--- src/rtl/ghost_pkg.sv ---
// Shared types and helpers for the ghost movement stage.
// Directions are one-hot; state encoding is shared with the bench.
package ghost_pkg;

  localparam logic [3:0] DIR_RIGHT = 4'b0001;
  localparam logic [3:0] DIR_UP    = 4'b0010;
  localparam logic [3:0] DIR_DOWN  = 4'b0100;
  localparam logic [3:0] DIR_LEFT  = 4'b1000;

  typedef enum logic [1:0] {
    ST_WAIT   = 2'd0,
    ST_MOVE   = 2'd1,
    ST_CAUGHT = 2'd2
  } ghost_state_t;

  function automatic int tile_log2(input int tile);
    return $clog2(tile);
  endfunction

  function automatic logic is_onehot4(input logic [3:0] v);
    return (v != 4'd0) && ((v & (v - 4'd1)) == 4'd0);
  endfunction

  function automatic logic [3:0] lowest_bit4(input logic [3:0] v);
    return v & (~v + 4'd1);
  endfunction

endpackage

--- src/rtl/ghost_mover_if.sv ---
// Bundle between chase logic, pacman state and the ghost mover.
// master drives requests and pacman position; slave is the mover.
interface ghost_mover_if;

  logic        move_tick;
  logic        enable;
  logic        respawn;
  logic [3:0]  valid_moves;
  logic [3:0]  ctrl_dir;
  logic [10:0] pacman_pos_x;
  logic [9:0]  pacman_pos_y;
  logic [10:0] ghost_pos_x;
  logic [9:0]  ghost_pos_y;
  logic [3:0]  ghost_dir;
  logic        caught;
  logic        moving;

  modport master (
    output move_tick,
    output enable,
    output respawn,
    output valid_moves,
    output ctrl_dir,
    output pacman_pos_x,
    output pacman_pos_y,
    input  ghost_pos_x,
    input  ghost_pos_y,
    input  ghost_dir,
    input  caught,
    input  moving
  );

  modport slave (
    input  move_tick,
    input  enable,
    input  respawn,
    input  valid_moves,
    input  ctrl_dir,
    input  pacman_pos_x,
    input  pacman_pos_y,
    output ghost_pos_x,
    output ghost_pos_y,
    output ghost_dir,
    output caught,
    output moving
  );

endinterface

--- src/rtl/ghost_collision_check.sv ---
// Per-axis absolute-difference proximity test between ghost and pacman.
// Both axes are widened to 12 bits unsigned so no signed wrap occurs.
module ghost_collision_check
  import ghost_pkg::*;
#(
  parameter int DIST = 8
) (
  input  logic [10:0] i_ax,
  input  logic [9:0]  i_ay,
  input  logic [10:0] i_bx,
  input  logic [9:0]  i_by,
  output logic        o_hit
);

  logic [11:0] w_ax;
  logic [11:0] w_ay;
  logic [11:0] w_bx;
  logic [11:0] w_by;
  logic [11:0] w_dx;
  logic [11:0] w_dy;

  assign w_ax = {1'b0, i_ax};
  assign w_bx = {1'b0, i_bx};
  assign w_ay = {2'b00, i_ay};
  assign w_by = {2'b00, i_by};

  assign w_dx = (w_ax >= w_bx) ? (w_ax - w_bx)
                               : (w_bx - w_ax);
  assign w_dy = (w_ay >= w_by) ? (w_ay - w_by)
                               : (w_by - w_ay);

  assign o_hit = (w_dx < 12'(DIST))
              && (w_dy < 12'(DIST));

endmodule

--- src/rtl/ghost_mover.sv ---
// One ghost's position/heading registers, house release delay
// and capture FSM, stepped once per frame tick.
module ghost_mover
  import ghost_pkg::*;
#(
  parameter logic [10:0] START_X       = 11'd320,
  parameter logic [9:0]  START_Y       = 10'd240,
  parameter logic [3:0]  START_DIR     = DIR_LEFT,
  parameter int          STEP          = 2,
  parameter int          TILE          = 16,
  parameter int          RELEASE_TICKS = 60,
  parameter int          SCREEN_W      = 640,
  parameter int          COLLIDE_DIST  = 8
) (
  input logic        clk,
  input logic        rst_n,
  ghost_mover_if.slave bus
);

  localparam int TL    = tile_log2(TILE);
  localparam int CNT_W = $clog2(RELEASE_TICKS + 1);

  localparam logic [CNT_W-1:0] CNT_LAST =
    CNT_W'(RELEASE_TICKS - 1);
  localparam logic [CNT_W-1:0] CNT_ONE = CNT_W'(1);
  localparam logic [10:0] STEP_X = 11'(STEP);
  localparam logic [9:0]  STEP_Y = 10'(STEP);
  localparam logic [10:0] X_LAST = 11'(SCREEN_W - STEP);

  ghost_state_t     r_state;
  logic [10:0]      r_x;
  logic [9:0]       r_y;
  logic [3:0]       r_dir;
  logic [CNT_W-1:0] r_cnt;
  logic             r_caught;
  logic             r_moving;

  logic        w_hit;
  logic        w_aligned;
  logic        w_sel_ctrl;
  logic        w_sel_keep;
  logic        w_sel_low;
  logic        w_go;
  logic [3:0]  w_dir;
  logic [10:0] w_x;
  logic [9:0]  w_y;

  ghost_collision_check #(
    .DIST(COLLIDE_DIST)
  ) u_hit (
    .i_ax (r_x),
    .i_ay (r_y),
    .i_bx (bus.pacman_pos_x),
    .i_by (bus.pacman_pos_y),
    .o_hit(w_hit)
  );

  assign w_aligned = (r_x[TL-1:0] == '0)
                  && (r_y[TL-1:0] == '0);

  // Selects are made exclusive so the decoder below is truly unique.
  assign w_sel_ctrl = is_onehot4(bus.ctrl_dir)
    && |(bus.ctrl_dir & bus.valid_moves);
  assign w_sel_keep = !w_sel_ctrl
    && |(r_dir & bus.valid_moves);
  assign w_sel_low  = !w_sel_ctrl && !w_sel_keep
    && |bus.valid_moves;

  always_comb begin
    w_dir = r_dir;
    w_go  = 1'b1;
    if (w_aligned) begin
      unique case (1'b1)
        w_sel_ctrl: w_dir = bus.ctrl_dir;
        w_sel_keep: w_dir = r_dir;
        w_sel_low:  w_dir = lowest_bit4(bus.valid_moves);
        default:    w_go  = 1'b0;
      endcase
    end
  end

  always_comb begin
    w_x = r_x;
    w_y = r_y;
    unique case (1'b1)
      w_dir[0]: w_x = (r_x >= X_LAST) ? '0 : r_x + STEP_X;
      w_dir[1]: w_y = r_y - STEP_Y;
      w_dir[2]: w_y = r_y + STEP_Y;
      w_dir[3]: w_x = (r_x == '0) ? X_LAST : r_x - STEP_X;
      default: ;
    endcase
  end

  always_ff @(posedge clk or negedge rst_n) begin
    if (!rst_n) begin
      r_state  <= ST_WAIT;
      r_x      <= START_X;
      r_y      <= START_Y;
      r_dir    <= START_DIR;
      r_cnt    <= '0;
      r_caught <= 1'b0;
      r_moving <= 1'b0;
    end else if (!bus.enable) begin
      r_caught <= 1'b0;
    end else if (bus.respawn) begin
      r_state  <= ST_WAIT;
      r_x      <= START_X;
      r_y      <= START_Y;
      r_dir    <= START_DIR;
      r_cnt    <= '0;
      r_caught <= 1'b0;
      r_moving <= 1'b0;
    end else begin
      r_caught <= 1'b0;
      unique case (r_state)
        ST_WAIT: begin
          if (bus.move_tick) begin
            if (r_cnt == CNT_LAST) begin
              r_state  <= ST_MOVE;
              r_cnt    <= '0;
              r_moving <= 1'b1;
            end else begin
              r_cnt <= r_cnt + CNT_ONE;
            end
          end
        end
        ST_MOVE: begin
          if (w_hit) begin
            r_state  <= ST_CAUGHT;
            r_caught <= 1'b1;
            r_moving <= 1'b0;
          end else if (bus.move_tick) begin
            r_dir <= w_dir;
            if (w_go) begin
              r_x <= w_x;
              r_y <= w_y;
            end
          end
        end
        ST_CAUGHT: ;
        default: begin
          r_state  <= ST_WAIT;
          r_moving <= 1'b0;
        end
      endcase
    end
  end

  assign bus.ghost_pos_x = r_x;
  assign bus.ghost_pos_y = r_y;
  assign bus.ghost_dir   = r_dir;
  assign bus.caught      = r_caught;
  assign bus.moving      = r_moving;

endmodule

--- src/flat_wrapper.sv ---
// flat-port wrapper written by rule: the top's interface ports become plain ports
module ghost_mover_flat import ghost_pkg::*;
#(
  parameter logic [10:0] START_X       = 11'd320,
  parameter logic [9:0]  START_Y       = 10'd240,
  parameter logic [3:0]  START_DIR     = DIR_LEFT,
  parameter int          STEP          = 2,
  parameter int          TILE          = 16,
  parameter int          RELEASE_TICKS = 60,
  parameter int          SCREEN_W      = 640,
  parameter int          COLLIDE_DIST  = 8
)
  (clk, rst_n, bus_move_tick, bus_enable, bus_respawn, bus_valid_moves, bus_ctrl_dir, bus_pacman_pos_x, bus_pacman_pos_y, bus_ghost_pos_x, bus_ghost_pos_y, bus_ghost_dir, bus_caught, bus_moving);
  ghost_mover_if bus_i ();
  input logic clk;
  input logic rst_n;
  input wire logic [$bits(bus_i.move_tick)-1:0] bus_move_tick;
  input wire logic [$bits(bus_i.enable)-1:0] bus_enable;
  input wire logic [$bits(bus_i.respawn)-1:0] bus_respawn;
  input wire logic [$bits(bus_i.valid_moves)-1:0] bus_valid_moves;
  input wire logic [$bits(bus_i.ctrl_dir)-1:0] bus_ctrl_dir;
  input wire logic [$bits(bus_i.pacman_pos_x)-1:0] bus_pacman_pos_x;
  input wire logic [$bits(bus_i.pacman_pos_y)-1:0] bus_pacman_pos_y;
  output wire logic [$bits(bus_i.ghost_pos_x)-1:0] bus_ghost_pos_x;
  output wire logic [$bits(bus_i.ghost_pos_y)-1:0] bus_ghost_pos_y;
  output wire logic [$bits(bus_i.ghost_dir)-1:0] bus_ghost_dir;
  output wire logic [$bits(bus_i.caught)-1:0] bus_caught;
  output wire logic [$bits(bus_i.moving)-1:0] bus_moving;
  assign bus_i.move_tick = bus_move_tick;
  assign bus_i.enable = bus_enable;
  assign bus_i.respawn = bus_respawn;
  assign bus_i.valid_moves = bus_valid_moves;
  assign bus_i.ctrl_dir = bus_ctrl_dir;
  assign bus_i.pacman_pos_x = bus_pacman_pos_x;
  assign bus_i.pacman_pos_y = bus_pacman_pos_y;
  assign bus_ghost_pos_x = bus_i.ghost_pos_x;
  assign bus_ghost_pos_y = bus_i.ghost_pos_y;
  assign bus_ghost_dir = bus_i.ghost_dir;
  assign bus_caught = bus_i.caught;
  assign bus_moving = bus_i.moving;
  ghost_mover #(.START_X(START_X), .START_Y(START_Y), .START_DIR(START_DIR), .STEP(STEP), .TILE(TILE), .RELEASE_TICKS(RELEASE_TICKS), .SCREEN_W(SCREEN_W), .COLLIDE_DIST(COLLIDE_DIST)) u_core (.clk(clk), .rst_n(rst_n), .bus(bus_i));
endmodule
--- config.mk ---
export PLATFORM = sky130hd
export DESIGN_NAME = ghost_mover_flat
export DESIGN_NICKNAME = d
export VERILOG_FILES = /design/src/rtl/ghost_pkg.sv /design/src/rtl/ghost_mover_if.sv /design/src/rtl/ghost_collision_check.sv /design/src/rtl/ghost_mover.sv /design/src/flat_wrapper.sv
export SDC_FILE = /design/constraint.sdc
export NUM_CORES = 1
export LEC_CHECK = 0
export ABC_AREA = 1
export ABC_CLOCK_PERIOD_IN_PS = 3600
export BUFFER_PORTS_ARGS = -buffer_cell sky130_fd_sc_hd__buf_4
export CORE_ASPECT_RATIO = 0.75
export CORE_MARGIN = 1.5
export CORE_UTILIZATION = 57
export DETAILED_ROUTE_END_ITERATION = 7
export HOLD_SLACK_MARGIN = 0.15
export PLACE_DENSITY = 0.78
export SLEW_MARGIN = 20
export SYNTH_ARGS = -nofsm -noshare
export SYNTH_HDL_FRONTEND = slang
export SYNTH_SLANG_ARGS = --single-unit
--- constraint.sdc ---
create_clock -name clk -period 3.6 [get_ports clk]
set_input_delay 0.54 -clock clk [delete_from_list [all_inputs] [get_ports clk]]
set_output_delay 0.54 -clock clk [all_outputs]
set_load 0.03 [all_outputs]
# After elaboration in Yosys (flattened, before gate mapping)
# Cells that the tools add are included.
# word_totals
register_bits,35
elab_cells,108
inputBits,34
# classes
mux,42
n_addsub,11
bitwise,5
n_eq_ne,8
reduce_logical,30
magnitude_cmp,5
# ops
operator,n
2-to-1 mux 11 bit,7
2-to-1 mux 10 bit,5
less-than comparator 12 x 4 -> 1 bit (second input constant),2
2-to-1 mux 12 bit,2
2-to-1 mux 6 bit,4
subtractor 11 x 11 -> 12 bit,2
case mux 11 bit (2 select lines),1
subtractor 10 x 10 -> 11 bit,2
2-to-1 mux 4 bit,5
case mux 10 bit (2 select lines),1
bitwise AND 4 bit,4
zero test 4 bit,3
AND reduction 6 bit,2
OR reduction 4 bit,3
adder 11 x 2 -> 11 bit (second input constant),1
>= comparator 11 x 10 -> 1 bit (second input constant),1
>= comparator 11 bit,1
zero test 11 bit,1
subtractor 11 x 2 -> 11 bit (second input constant),1
adder 10 x 2 -> 10 bit (second input constant),1
>= comparator 10 bit,1
2-to-1 mux 1 bit,10
subtractor 10 x 2 -> 10 bit (second input constant),1
2-to-1 mux 2 bit,4
23 further kinds,36

# Logic depth before layout (Yosys ltp)
# logic_depth
word_depth,18
mapped_depth,25
depth_no_buf,25

# Cells and area by module
# A second synthesis with hierarchy kept.
# unflattened
hier_cells,882
area_unflattened_um2,5111.2
# modules_own_cells
mod,seq_area_each_um2,area_each_um2,cells_each,instances
ghost_mover,809.5,2665.1,399,1
ghost_collision_check,0.0,2446.1,483,1

# Least setup slack after synthesis
# OpenSTA, ideal clock, no wires.
# synth_timing
path_type,flip-flop to flip-flop
from,register u_core.r_x[1] (netlist: u_core.bus.ghost_pos_x[1])
to,register u_core.r_y[9] (netlist: u_core.bus.ghost_pos_y[9])
period_less_slack_ns,3.000
path_slack_ns,0.600
stages_incl_launch_ff,21
setup_ns,0.118
arrival_ns,2.882
path_cell_list,dfrtp_1 -> inv_1 -> nand3_1 -> nor4_2 -> nand2_1 -> nand2_1 -> nand2_2 -> fa_1 -> nand3_1 -> and2_1 -> nor2_1 -> o21ai_0 -> nand2_1 -> nand2_1 -> nand2_1 -> a21oi_1 -> nand2_1 -> nand2_1 -> nor2_1 -> nand4_1 -> nand2_1
# synth_between
elab_chain_cells,9
# synth_lines
element,line,text
from (decl),ghost_mover.sv:31,logic [10:0] r_x;
from (signal assigned),ghost_mover.sv:135,r_x <= w_x;
"parallel branches: the longest is 9 deep, another holds subtractor 11 x 11 -> 12 bit",-,
to (signal assigned),ghost_mover.sv:136,r_y <= w_y;
to (decl),ghost_mover.sv:32,logic [9:0] r_y;
# Several ways; the timed one is not identified. The select of a mux whose other input is x is not followed.
# A chain may end at the register's enable or synchronous reset.

# Worst setup path in the final report
# layout_timing
from,input bus_ctrl_dir[3]
to,register u_core.r_y[9] (netlist: u_core.bus.ghost_pos_y[9])
# layout_between
elab_chain_cells,18
# layout_lines
element,line,text
from (decl),flat_wrapper.sv:21,input wire logic [$bits(bus_i.ctrl_dir)-1:0] bus_ctrl_dir;
subtractor 4 x 1 -> 4 bit,ghost_pkg.sv:21,return (v != 4'd0) && ((v & (v - 4'd1)) == 4'd0);
bitwise AND 4 bit,ghost_pkg.sv:21,
zero test 4 bit,ghost_pkg.sv:21,
logical AND 1 bit,ghost_pkg.sv:21,
logical AND 1 bit *,ghost_mover.sv:63,&& |(bus.ctrl_dir & bus.valid_moves);
zero test 1 bit,"ghost_mover.sv:64, ghost_mover.sv:66",
logical AND 1 bit,ghost_mover.sv:65,&& |(r_dir & bus.valid_moves);
zero test 1 bit,ghost_mover.sv:66,assign w_sel_low = !w_sel_ctrl && !w_sel_keep
[2 not listed],-,
case mux 4 bit (2 select lines),ghost_mover.sv:73,unique case (1'b1)
2-to-1 mux 4 bit,ghost_mover.sv:72,if (w_aligned) begin
case mux 10 bit (2 select lines),ghost_mover.sv:85,unique case (1'b1)
2-to-1 mux 10 bit,ghost_mover.sv:134,if (w_go) begin
2-to-1 mux 10 bit,ghost_mover.sv:132,end else if (bus.move_tick) begin
2-to-1 mux 10 bit,ghost_mover.sv:128,if (w_hit) begin
2-to-1 mux 10 bit,ghost_mover.sv:115,unique case (r_state)
2-to-1 mux 10 bit,ghost_mover.sv:105,end else if (bus.respawn) begin
# Every way passes the cells marked *; elsewhere a longest branch is shown, timed or not. The select of a mux whose other input is x is not followed.

==> reports/results.txt <==
status - complete, no violations
Synth Cell Area - 5210 um2
Max-Cap Viols - 0
Non-Filler Instances - 1087
largest net degree at the start of global routing - 33
multiplexer area fraction after synthesis - 0
cell taking the most area after synthesis - nand2_1
Reg-to-Reg Start - u_core.bus.ghost_pos_x[2]$_DFFE_PN0P_
Final Slew Violations - 0
Crit. End Element - flop
Clock transition at path regs - 0.06 ns
Synth Register Bits - 32
adder-cell share of the synthesized area - 0.119
fmax - 300 MHz
Setup crit start kind - primary input
setup TNS - 0 ns
top_reg_cell synth - dfrtp_1
CP Launch Point - bus_ctrl_dir[3]
Post-Route Utilization - 0.683
worst reg2reg endpoint - u_core.bus.ghost_pos_y[9]$_DFFE_PN0P_
Synth Area in Compound Gates - 0.0699
initial antenna violation count - 0
Layout fillers - 800
sequential share of the synthesized area - 0.155
Initial Util - 0.601
synth warn - 0
CP Class - in -> reg
CTS root buffer - clkbuf_16
Initial DRC Count - 645
first-pass GRT wire length - 25.3 mm
Post-Synth XOR/XNOR Area - 0.0218
worst-margin pin slew - 0.718 ns
Die ar. - 9730 um2
H-Tree Level Count - 2
Synth Area in Simple Gates - 0.500
fin crit period - 3.33 ns
vias in the first global route - 5383
combinational family with the most area after synthesis - simple AND/OR/NAND/NOR gates
Critical Path AT - 3.50 ns
final hold vios - 0
input/output buffers - 58
CTS sink count - 32
Final period util - 0.925
antenna cells - 0
VDD IR max - 601 uV
worst skew pair latency - 0.28 ns
Final Power - 0.00557 W
post-synthesis async set-or-reset flop share - 1.00
Pre-antenna DRT Iters - 5
die width - 113 um
Final #Nets - 1061
DRT antenna net count - 0
remaining global-route overflow - 0
via total after detailed routing - 6064
drt drc - 0
unrepaired setup endpoints after global routing - false
Max-slew headroom - 0.521
Post-Syn Instances - 923
total routed wirelength - 15.5 mm
post-synthesis cell type count - 43
top fanout value on the critical path - 11
Leakage - 3.48 nW
Placer Congestion - 0.954
CTS tree - done
Post-DP HPWL - 12.2 mm
Boundary Pins - 61
PwrDens - 941 nW/um2
Worst Reg2Reg Path Length in Cells - 21
Avg Inst Size Synth - 5.65 um2
GR Util All Layers - 0.322
P&R area growth vs syn - 13.6%
clk_skew - 0.00482 ns
Clock Tree Buf Depth - 2
CTS buffer count - 5
Post-synth EDFFs - 0
routed vias/inst - 5.58
Die H - 85.8 um
top post-synthesis cells by area - nand2_1 25%, dfrtp_1 12%, ha_1 12%
layout cell share with drive strength beyond 1 - 0.131
FP Rows - 29
worst min-delay path class - in -> async
Synth top area share - 0.246
cell count after placement - 1079
flop-to-flop setup slack - 0.27 ns
CP required - 3.77 ns
WL/cell - 14.3 um
Final Setup Violations - 0
Core Box Area - 8670 um2
[how the worst max path moves through the flow]
stage | endpoint | slack (ns) | depth (start not counted)
finish | u_core.bus.ghost_pos_y[9]$_DFFE_PN0P_ | 0.27 | 25
global route | u_core.bus.ghost_pos_y[8]$_DFFE_PN0P_ | 0.03 | 23
CTS | u_core.bus.ghost_pos_y[9]$_DFFE_PN0P_ | 0.13 | 21
detailed placement | u_core.bus.ghost_pos_y[9]$_DFFE_PN0P_ | 0.08 | 25
global placement | u_core.bus.ghost_pos_y[9]$_DFFE_PN0P_ | 0.27 | 25
floorplan | u_core.bus.ghost_pos_y[9]$_DFFE_PN0P_ | 0.60 | 20
[kinds of logic (layout without fill, tap and decap cells)]
kind of cell,count (synthesis),in the layout
AND/OR/NAND/NOR,590,590
buffers and inverters,173,228
AO/OA/AOI/OAI,65,65
adder cells (fa/ha/maj),49,49
flip-flops,32,32
XOR/XNOR,13,13
other,1,2
[report_power, final]
part           internal [W]  switching (W)  leakage [nW]  total, W
Combinational       0.00149        0.00279          2.99   0.00428
Sequential         0.000523       0.000233         0.408  0.000756
Clock              0.000364       0.000168        0.0901  0.000532
Total               0.00238        0.00320          3.48   0.00557
[sequential cells by signal, summed over array words and instances (netlist names)]
signal,count
u_core.r_state,1
u_core.r_cnt,6
u_core.bus.caught,1
u_core.bus.ghost_dir,4
u_core.bus.ghost_pos_x,10
u_core.bus.ghost_pos_y,9
u_core.bus.moving,1
[layout by cell type, fill, tap and decap left out, types with 2 or more instances in the layout]
cell type / count
a211oi_1: 2
a21oi_1: 27
a21oi_2: 3
a31oi_1: 2
buf_4: 63
clkbuf_16: 5
clkbuf_8: 2
clkinv_1: 2
conb_1: 2
dfrtp_1: 25
dfstp_2: 7
ha_1: 48
inv_1: 147
inv_2: 7
nand2_1: 342
nand2_2: 10
nand2_4: 4
nand3_1: 69
nand3_2: 5
nand4_1: 39
nand4_2: 2
nor2_1: 79
nor2_2: 8
nor2_4: 3
nor3_1: 13
nor3b_1: 4
nor4_1: 5
o211ai_1: 2
o21ai_0: 23
o21bai_1: 2
or2_2: 4
xnor2_1: 5
xor2_1: 8
[stage by stage]
step	area (um2)	hold WS, ns	setup slack, ns
floorplan	5220	0.244	0.600
global placement	5720	0.494	0.269
detailed placement	5720	0.490	0.0824
CTS	5900	0.215	0.133
global route	5920	0.234	0.0296
finish	5920	0.196	0.270
[cell type report]
cell class,instances,area (um2),share of cell area
clock buffers,7,153,0.0258
clock inverters,1,30.0,0.00507
inverters,157,591,0.0997
multi-input cells,719,3730,0.630
flip-flops and latches,32,810,0.137
well taps,108,135,0.0228
repair buffers,63,473,0.0799
[layer usage]
layer	global-route usage	up-vias	routed length (um)
met3	0.0473	25	1440
met1	0.466	2727	7280
met4	0.0648	0	144
met2	0.513	301	6660
met5	0	-	0
li1	-	3011	-
[cell usage after synthesis, types with 2 or more instances]
cell type  count
xor2_1         8
nand4_1       39
nand3_2        4
ha_1          48
nor2_4         3
o21ai_0       23
nand4_2        2
dfrtp_1       25
a21oi_1       27
nor2_2         8
inv_1        147
a21oi_2        3
nor2_1        79
nand2_2       11
clkinv_1       2
buf_4          2
a211oi_1       2
nand2_1      342
a31oi_1        2
nor3b_1        4
or2_2          4
nand2_4        3
clkbuf_1       3
xnor2_1        5
buf_2          7
o21bai_1       2
nand3_1       70
buf_6          4
dfstp_2        7
nor4_1         5
inv_2          7
nor3_1        13
o211ai_1       2
[repair_timing]
| action | 4_1_cts | 5_1_grt |
|---|---|---|
| hold buffers | 0 | 0 |
| buffers inserted | 0 | 0 |
| resized for setup | 0 | 4 |
| setup endpoints to repair | 0 | 2 |
[critical path: stages]
cell and delay (ns):
buf_4 0.13, nor2_1 0.19, nor2_1 0.07, nand2_1 0.06
nand2_1 0.07, nand2_1 0.15, o211ai_1 0.11, nand2_1 0.15
inv_1 0.07, nand2_1 0.12, nand2_4 0.13, ha_1 0.35
a21oi_1 0.17, and2_1 0.17, nor2_1 0.06, o21ai_0 0.14
nand2_1 0.11, nand2_1 0.07, nand2_1 0.05, a21oi_1 0.18
nand2_1 0.09, nand2_1 0.07, nor2_1 0.06, nand4_1 0.09
nand2_1 0.06
No activity file was read; power rests on OpenSTA's default activity.
